**src/rtl/sha1_pkg.sv**
```systemverilog
// Shared SHA-1 constants, FSM state type and context type.
package sha1_pkg;

   localparam logic [159:0] SHA1_IV =
      160'h67452301_EFCDAB89_98BADCFE_10325476_C3D2E1F0;

   localparam logic [31:0] K0 = 32'h5A827999;
   localparam logic [31:0] K1 = 32'h6ED9EBA1;
   localparam logic [31:0] K2 = 32'h8F1BBCDC;
   localparam logic [31:0] K3 = 32'hCA62C1D6;

   typedef enum logic [1:0] {FILL, START, WAIT, OUT} state_t;

   typedef logic [159:0] sha1_ctx_t;

   // Final message word: keep bytes 0..n-1, put the 0x80 marker in byte n, zero the rest.
   function automatic logic [31:0] pad_last_word(input logic [31:0] data, input logic [2:0] n);
      logic [31:0] w;
      w = '0;
      for (int b = 0; b < 4; b++) begin
         if (b < int'(n))
            w[31-8*b -: 8] = data[31-8*b -: 8];
         else if (b == int'(n))
            w[31-8*b -: 8] = 8'h80;
      end
      return w;
   endfunction

   // Byte counts above four are treated as a full word.
   function automatic logic [2:0] clamp_bytes(input logic [2:0] n);
      return (n > 3'd4) ? 3'd4 : n;
   endfunction

endpackage

```
**src/rtl/sha1_stream_if.sv**
```systemverilog
// Word-stream input and digest output handshakes of the SHA-1 streamer.
interface sha1_stream_if;
   logic         in_valid;
   logic         in_ready;
   logic [31:0]  in_data;
   logic         in_last;
   logic [2:0]   in_bytes;
   logic         digest_valid;
   logic         digest_ready;
   logic [159:0] digest;

   modport master (
      output in_valid, in_data, in_last, in_bytes, digest_ready,
      input  in_ready, digest_valid, digest
   );

   modport slave (
      input  in_valid, in_data, in_last, in_bytes, digest_ready,
      output in_ready, digest_valid, digest
   );
endinterface

```
**src/rtl/sha1_block.sv**
```systemverilog
// One SHA-1 compression per start: one round per clock, done pulses 80 cycles after the load edge.
module sha1_block
   import sha1_pkg::*;
(
   input  logic         clk,
   input  logic         start,
   input  sha1_ctx_t    context_in,
   input  logic [511:0] block,
   output logic         done,
   output sha1_ctx_t    context_out
);

   logic [31:0] a, b, c, d, e;
   logic [31:0] w [16];
   logic [6:0]  round;
   logic        running;
   logic [31:0] f, k, temp, w_new, w_mix;

   // Round function, constant, and next schedule word for the current round.
   always_comb begin
      f = b ^ c ^ d;
      k = K3;
      if (round < 7'd20) begin
         f = (b & c) | (~b & d);
         k = K0;
      end else if (round < 7'd40) begin
         k = K1;
      end else if (round < 7'd60) begin
         f = (b & c) | (b & d) | (c & d);
         k = K2;
      end
      temp  = {a[26:0], a[31:27]} + f + e + k + w[0];
      w_mix = w[13] ^ w[8] ^ w[2] ^ w[0];
      w_new = {w_mix[30:0], w_mix[31]};
   end

   // Load on start, then run 80 rounds over a sliding 16-word schedule window.
   always_ff @(posedge clk) begin
      done <= 1'b0;
      if (start) begin
         {a, b, c, d, e} <= context_in;
         for (int i = 0; i < 16; i++)
            w[i] <= block[511-32*i -: 32];
         round   <= '0;
         running <= 1'b1;
      end else if (running) begin
         a <= temp;
         b <= a;
         c <= {b[1:0], b[31:2]};
         d <= c;
         e <= d;
         for (int i = 0; i < 15; i++)
            w[i] <= w[i+1];
         w[15] <= w_new;
         round <= round + 7'd1;
         if (round == 7'd79) begin
            running <= 1'b0;
            done    <= 1'b1;
         end
      end
   end

   assign context_out = {context_in[159:128] + a, context_in[127:96] + b,
                         context_in[95:64] + c, context_in[63:32] + d,
                         context_in[31:0] + e};

endmodule

```
**src/rtl/sha1_stream.sv**
```systemverilog
// Streams big-endian words into 512-bit blocks, pads the message, chains sha1_block, and hands out the digest.
module sha1_stream
   import sha1_pkg::*;
#(
   parameter int LEN_W = 64
)
(
   input  logic clk,
   input  logic rst_n,
   sha1_stream_if.slave bus,
   output logic busy
);

   localparam int CNT_W = LEN_W - 3;

   state_t           state, state_next;
   sha1_ctx_t        h, ctx_out;
   logic [31:0]      buffer [16];
   logic [511:0]     block_flat;
   logic [3:0]       word_idx;
   logic [CNT_W-1:0] byte_cnt, byte_cnt_next;
   logic             final_blk, len_pending, pad80_pending;
   logic             start, done, accept;
   logic [2:0]       n, inc;
   logic [4:0]       p, word_idx_ext;
   logic [63:0]      len_new, len_old;

   sha1_block u_block (
      .clk         (clk),
      .start       (start),
      .context_in  (h),
      .block       (block_flat),
      .done        (done),
      .context_out (ctx_out)
   );

   // Derived handshake, padding position and message bit lengths.
   always_comb begin
      accept        = bus.in_valid & bus.in_ready;
      n             = clamp_bytes(bus.in_bytes);
      inc           = bus.in_last ? n : 3'd4;
      byte_cnt_next = byte_cnt + CNT_W'(inc);
      word_idx_ext  = {1'b0, word_idx};
      p             = word_idx_ext + ((n == 3'd4) ? 5'd1 : 5'd0);
      len_new       = '0;
      len_new[LEN_W-1:0] = {byte_cnt_next, 3'b000};
      len_old       = '0;
      len_old[LEN_W-1:0] = {byte_cnt, 3'b000};
      block_flat    = '0;
      for (int i = 0; i < 16; i++)
         block_flat[511-32*i -: 32] = buffer[i];
   end

   // State register.
   always_ff @(posedge clk or negedge rst_n) begin
      if (!rst_n)
         state <= FILL;
      else
         state <= state_next;
   end

   // Next-state logic.
   always_comb begin
      state_next = state;
      case (state)
         FILL:  if (accept && (bus.in_last || word_idx == 4'd15)) state_next = START;
         START: state_next = WAIT;
         WAIT:  if (done) begin
                   if (final_blk)        state_next = OUT;
                   else if (len_pending) state_next = START;
                   else                  state_next = FILL;
                end
         OUT:   if (bus.digest_ready) state_next = FILL;
         default: state_next = FILL;
      endcase
   end

   // State-decoded outputs.
   always_comb begin
      bus.in_ready     = (state == FILL);
      bus.digest_valid = (state == OUT);
      start            = (state == START);
      busy             = (state != FILL);
   end

   assign bus.digest = h;

   // Buffer fill, padding, hash chaining and message bookkeeping.
   always_ff @(posedge clk or negedge rst_n) begin
      if (!rst_n) begin
         h             <= SHA1_IV;
         word_idx      <= '0;
         byte_cnt      <= '0;
         final_blk     <= 1'b0;
         len_pending   <= 1'b0;
         pad80_pending <= 1'b0;
         for (int i = 0; i < 16; i++)
            buffer[i] <= '0;
      end else begin
         case (state)
            FILL: if (accept) begin
               byte_cnt <= byte_cnt_next;
               if (!bus.in_last) begin
                  buffer[word_idx] <= bus.in_data;
                  if (word_idx != 4'd15)
                     word_idx <= word_idx + 4'd1;
               end else begin
                  for (int i = 0; i < 16; i++) begin
                     if (5'(i) == word_idx_ext)
                        buffer[i] <= pad_last_word(bus.in_data, n);
                     else if (5'(i) > word_idx_ext) begin
                        if (5'(i) == p)
                           buffer[i] <= 32'h8000_0000;
                        else if (p <= 5'd13 && i == 14)
                           buffer[i] <= len_new[63:32];
                        else if (p <= 5'd13 && i == 15)
                           buffer[i] <= len_new[31:0];
                        else
                           buffer[i] <= '0;
                     end
                  end
                  if (p <= 5'd13)
                     final_blk <= 1'b1;
                  else begin
                     len_pending <= 1'b1;
                     if (p == 5'd16)
                        pad80_pending <= 1'b1;
                  end
               end
            end
            WAIT: if (done) begin
               h <= ctx_out;
               if (!final_blk && len_pending) begin
                  for (int i = 0; i < 16; i++)
                     buffer[i] <= '0;
                  buffer[0]     <= pad80_pending ? 32'h8000_0000 : 32'h0;
                  buffer[14]    <= len_old[63:32];
                  buffer[15]    <= len_old[31:0];
                  len_pending   <= 1'b0;
                  pad80_pending <= 1'b0;
                  final_blk     <= 1'b1;
               end else if (!final_blk)
                  word_idx <= '0;
            end
            OUT: if (bus.digest_ready) begin
               h         <= SHA1_IV;
               byte_cnt  <= '0;
               word_idx  <= '0;
               final_blk <= 1'b0;
               for (int i = 0; i < 16; i++)
                  buffer[i] <= '0;
            end
            default: ;
         endcase
      end
   end

endmodule

```
**src/flat_wrapper.sv**
```systemverilog
// flat-port wrapper written by rule: the top's interface ports become plain ports
module sha1_stream_flat import sha1_pkg::*;
#(
   parameter int LEN_W = 64
)
  (clk, rst_n, busy, bus_in_valid, bus_in_data, bus_in_last, bus_in_bytes, bus_digest_ready, bus_in_ready, bus_digest_valid, bus_digest);
  sha1_stream_if bus_i ();
  input  logic clk;
  input  logic rst_n;
  output logic busy;
  input wire logic [$bits(bus_i.in_valid)-1:0] bus_in_valid;
  input wire logic [$bits(bus_i.in_data)-1:0] bus_in_data;
  input wire logic [$bits(bus_i.in_last)-1:0] bus_in_last;
  input wire logic [$bits(bus_i.in_bytes)-1:0] bus_in_bytes;
  input wire logic [$bits(bus_i.digest_ready)-1:0] bus_digest_ready;
  output wire logic [$bits(bus_i.in_ready)-1:0] bus_in_ready;
  output wire logic [$bits(bus_i.digest_valid)-1:0] bus_digest_valid;
  output wire logic [$bits(bus_i.digest)-1:0] bus_digest;
  assign bus_i.in_valid = bus_in_valid;
  assign bus_i.in_data = bus_in_data;
  assign bus_i.in_last = bus_in_last;
  assign bus_i.in_bytes = bus_in_bytes;
  assign bus_i.digest_ready = bus_digest_ready;
  assign bus_in_ready = bus_i.in_ready;
  assign bus_digest_valid = bus_i.digest_valid;
  assign bus_digest = bus_i.digest;
  sha1_stream #(.LEN_W(LEN_W)) u_core (.clk(clk), .rst_n(rst_n), .bus(bus_i), .busy(busy));
endmodule
```
**config.mk**
```make
export PLATFORM = sky130hd
export DESIGN_NAME = sha1_stream_flat
export DESIGN_NICKNAME = d
export VERILOG_FILES = /design/src/rtl/sha1_pkg.sv /design/src/rtl/sha1_stream_if.sv /design/src/rtl/sha1_block.sv /design/src/rtl/sha1_stream.sv /design/src/flat_wrapper.sv
export SDC_FILE = /design/constraint.sdc
export NUM_CORES = 2
export LEC_CHECK = 0
export BUFFER_PORTS_ARGS = -buffer_cell sky130_fd_sc_hd__clkbuf_2
export CAP_MARGIN = 25
export CORE_AREA = 2 2 589 445
export DETAILED_ROUTE_END_ITERATION = 6
export DIE_AREA = 0 0 591 447
export GPL_TIMING_DRIVEN = 0
export RECOVER_POWER = 25
export SLEW_MARGIN = 5
export SYNTH_ARGS = -nofsm -noshare
export SYNTH_HDL_FRONTEND = slang
export SYNTH_SLANG_ARGS = --single-unit
```
**constraint.sdc**
```tcl
create_clock -name clk -period 50.6 [get_ports clk]
set_input_delay 5.06 -clock clk [delete_from_list [all_inputs] [get_ports clk]]
set_output_delay 5.06 -clock clk [all_outputs]
set_load 0.05 [all_outputs]
```
==> out/summary.txt <==
min Tclk post-route -> 10.20 ns
TritonCTS Buffers -> 156
syn_nets -> 8189
Tcrit/Tclk final -> 0.202
gr busiest metal -> met1
Hold WS -> 0.480 ns
failing checks -> capacitance limit, slew limit
Post-synth EDFFs -> 672
Filler cells -> 26.1k
clock sink count -> 1423
Hold Path Depth -> 2
M1 GR Usage -> 0.368
LEAKAGE -> 36.5 nW
number of routed nets with antenna violations -> 0
post-cts gate resize count -> 0
P&R area growth vs syn -> 15.2%
drt pass-1 iters -> 7
Port Buf Inserts -> 193
gp weighted congestion -> 1.03
Hold WC Path Type -> reg -> reg
pin count of the biggest net entering global routing -> 100
number of max-cap violations -> 9
hold path start -> u_core.block_flat[447]
clock skew -> 0.0794 ns
row count -> 162
Max Clock Freq -> 98.0 MHz
FF-to-FF path depth -> 10
placed wire-length estimate -> 269000 µm
mapped cell area -> 0.0772 mm²
grt total ovfl -> 0
Final TNS setup -> 0 ns
nature of the critical path endpoint -> flop
Cell Chain, Critical Path -> buf_2, buf_1, clkbuf_1, clkbuf_1, and3_1, ha_1, a21o_1, a21oi_1, nor2_1, nand4_1, nor3_2, and3_1, nand2_1, xnor2_1, a222oi_1, o21ai_1
IR drop worst, VDD -> 0.0231 mV
largest fanout on the critical path -> 10
Switching Fraction -> 0.232
status -> complete, but fails checks
DRT iter0 DRCs -> 10.9k
Synth top area share -> 0.261
DRC Markers -> 0
CP Class -> in -> reg
Synth area leaders -> edfxtp_1 26%, dfrtp_1 21%, nand2_1 8.5%
sequential share of power -> 0.489
Reg2Reg Capture Point -> u_core.u_block.w[0][117]
DRT Wirelength -> 347000 µm
Starting Density -> 0.299
RSZ-0062 raised after global routing -> no
critical path arrival -> 10.88 ns
routing usage on met3 -> 0.0788
Core Region -> 0.258 mm²
PwrDens -> 27.7 mW/mm²
clk root buf -> clkbuf_16
Slew headroom -> -1.69
Yosys reg bits -> 1423
number of global-route vias before repair -> 62.7k
GR Layer Usage met2 -> 0.362
Skew-Pair Late Insertion Delay -> 0.85 ns
internal reg-to-reg setup slack -> 40.83 ns
first-pass GRT wire length -> 483000 µm
Routed wire per std cell -> 29.3 µm
via count -> 67.6k
worst path buffer plus inverter count -> 4
Vias per Instance -> 5.71
Synth cell types -> 93
Startpoint Class -> input port
clock-pin slew on the worst setup and hold paths -> 0.07 ns
combinational share of power -> 0.028
CTS tree -> yes
Final Hold Fails -> 0
# IOs -> 203
worst path required time -> 51.28 ns
fraction of layout cells with a size suffix above 1 -> 0.117
post-synthesis cell count -> 7820
CTS hold repair buffers -> 0
Seq/Total Area, Yosys -> 0.505
nets -> 8639
Top delay family on crit path -> buffers and inverters
number of warnings issued by yosys -> 0
clock share of power -> 0.483
post-synthesis async set-or-reset flop share -> 0.521
prevailing post-synth register cell -> edfxtp_1
Int Pwr -> 0.00189 W
Setup Buffers After CTS -> 0
switching pwr -> 0.000573 W
Slew @ Worst Pin -> 4.04 ns
Hold Path End -> u_core.block_flat[447]
leading area contributor after synthesis -> edfxtp_1
Tot GR Track Use -> 0.256
die footprint -> 0.264 mm²
Die H -> 447 µm
Slew Limit Fails -> 477
initial antenna violation count -> 29
origin of the critical flop-to-flop path -> u_core.state[1]
crit path max-delay cell type -> clkbuf_1
clk buf depth -> 4
setup violators final -> 0
CTS H-tree lvls -> 4
Post-Syn Area per Cell -> 9.88 µm²
width of the die -> 591 µm
crit-path max cell delay -> 0.71 ns
cell families after synthesis:
kind of cell | share of synthesized area
flip-flops | 0.505
AND/OR/NAND/NOR | 0.135
AO/OA/AOI/OAI | 0.166
adder cells (fa/ha/maj) | 0.0655
multiplexers | 0.0564
XOR/XNOR | 0.0355
buffers and inverters | 0.0364
state kept, by name, indices dropped and copies added, names as in the netlist, named ones only:
register,flops
u_core.byte_cnt,61
u_core.final_blk,1
u_core.u_block.done,1
u_core.u_block.e,32
u_core.bus.digest,160
u_core.u_block.round,7
u_core.block_flat,450
u_core.u_block.a,32
u_core.u_block.b,32
u_core.len_pending,1
u_core.u_block.c,32
u_core.word_idx,4
u_core.u_block.w,512
u_core.u_block.d,32
u_core.state,2
u_core.pad80_pending,1
u_core.u_block.running,1
stage by stage:
step                area, µm²  std cells   util  power [W]  worst slack (ns)
global placement        82500      11457  0.319    0.00129             22.04
finish                  89000      11845  0.344    0.00247             40.40
global route            89000      11834  0.344    0.00252             40.35
detailed placement      83900      11536  0.325    0.00129             39.88
floorplan               77200       7820      -    0.00125             32.92
CTS                     89000      11811  0.344    0.00247             40.70
final cells by class:
cell class / count / area, µm² / area share
sequential: 1423 / 39000 / 0.438
tap: 3444 / 4310 / 0.0484
multi-input combinational: 5659 / 35400 / 0.398
timing repair buffer: 292 / 2320 / 0.0261
clock inverter: 48 / 591 / 0.00663
antenna: 14 / 35.0 / 0.000394
buffer: 471 / 1810 / 0.0203
clock buffer: 227 / 4500 / 0.0505
inverter: 267 / 1000 / 0.0113
power groups by stage:
| stage | Combinational [W] | Sequential [W] | Clock [W] |
|---|---|---|---|
| after global routing | 0.0000689 | 0.00121 | 0.00124 |
| after CTS | 0.0000639 | 0.00121 | 0.00120 |
| after floorplan | 0.0000160 | 0.00123 | 0 |
| after global placement | 0.0000565 | 0.00123 | 0 |
| final | 0.0000680 | 0.00121 | 0.00119 |
| after detailed placement | 0.0000637 | 0.00123 | 0 |
worst register-to-register path: cells and delay by family (launching register included):
kind / cells / cell delay (ns)
buf+inv: 8 / 6.88
flops: 1 / 0.49
simple gates: 2 / 2.07
cells in the mapped netlist (16+ instances only):
| cell type | n |
|---|---|
| a22o_1 | 184 |
| fa_1 | 126 |
| a21oi_1 | 647 |
| a222oi_1 | 47 |
| and3_1 | 60 |
| o21ai_1 | 43 |
| nor2_1 | 427 |
| nor2b_1 | 23 |
| nor3_1 | 49 |
| a31oi_1 | 45 |
| edfxtp_1 | 672 |
| o31ai_1 | 73 |
| and2_1 | 24 |
| o22a_1 | 27 |
| xnor2_1 | 203 |
| clkbuf_1 | 419 |
| o21a_1 | 31 |
| a221oi_1 | 29 |
| nand3_1 | 68 |
| xor2_1 | 108 |
| nand2b_1 | 32 |
| nand4_1 | 28 |
| o21bai_1 | 16 |
| ha_1 | 203 |
| nand2_1 | 1752 |
| a211oi_1 | 35 |
| dfstp_2 | 80 |
| dfrtp_1 | 662 |
| o21ai_0 | 641 |
| mux2i_1 | 74 |
| mux2_2 | 321 |
| o211ai_1 | 18 |
| inv_1 | 264 |
| o22ai_1 | 65 |
| buf_1 | 31 |
| a21o_1 | 86 |
layout by cell type (no fill, tap or decap), types with 47 or more instances in the layout:
cell and instances:
a21o_1 86, a21oi_1 647, a222oi_1 47, a22o_1 184, and3_1 60, clkbuf_1 486
clkbuf_16 161, clkbuf_2 193, dfrtp_1 662, dfstp_2 80, edfxtp_1 672, fa_1 126
ha_1 203, inv_1 264, mux2_2 316, mux2i_1 73, nand2_1 1752, nand3_1 68
nor2_1 425, nor3_1 49, o21ai_0 641, o22ai_1 65, o31ai_1 73, xnor2_1 203
xor2_1 108
worst max path at each step:
stage,start,endpoint,cells after the start
2_1_floorplan,u_core.u_block.running,u_core.u_block.a[0],2
3_3_place_gp,u_core.state[1],u_core.u_block.w[0][186],5
3_5_place_dp,bus_in_last,flop,16
4_1_cts,bus_in_last,flop,16
5_1_grt,bus_in_last,flop,16
6_report,bus_in_last,flop,16
layer usage:
layer  routed length, µm  vias up
met5                 126        -
met4               11900       22
met3               47200      623
met2              142000     4471
met1              146000    33995
li1                    -    28529
(Power assumes the default switching activity.)
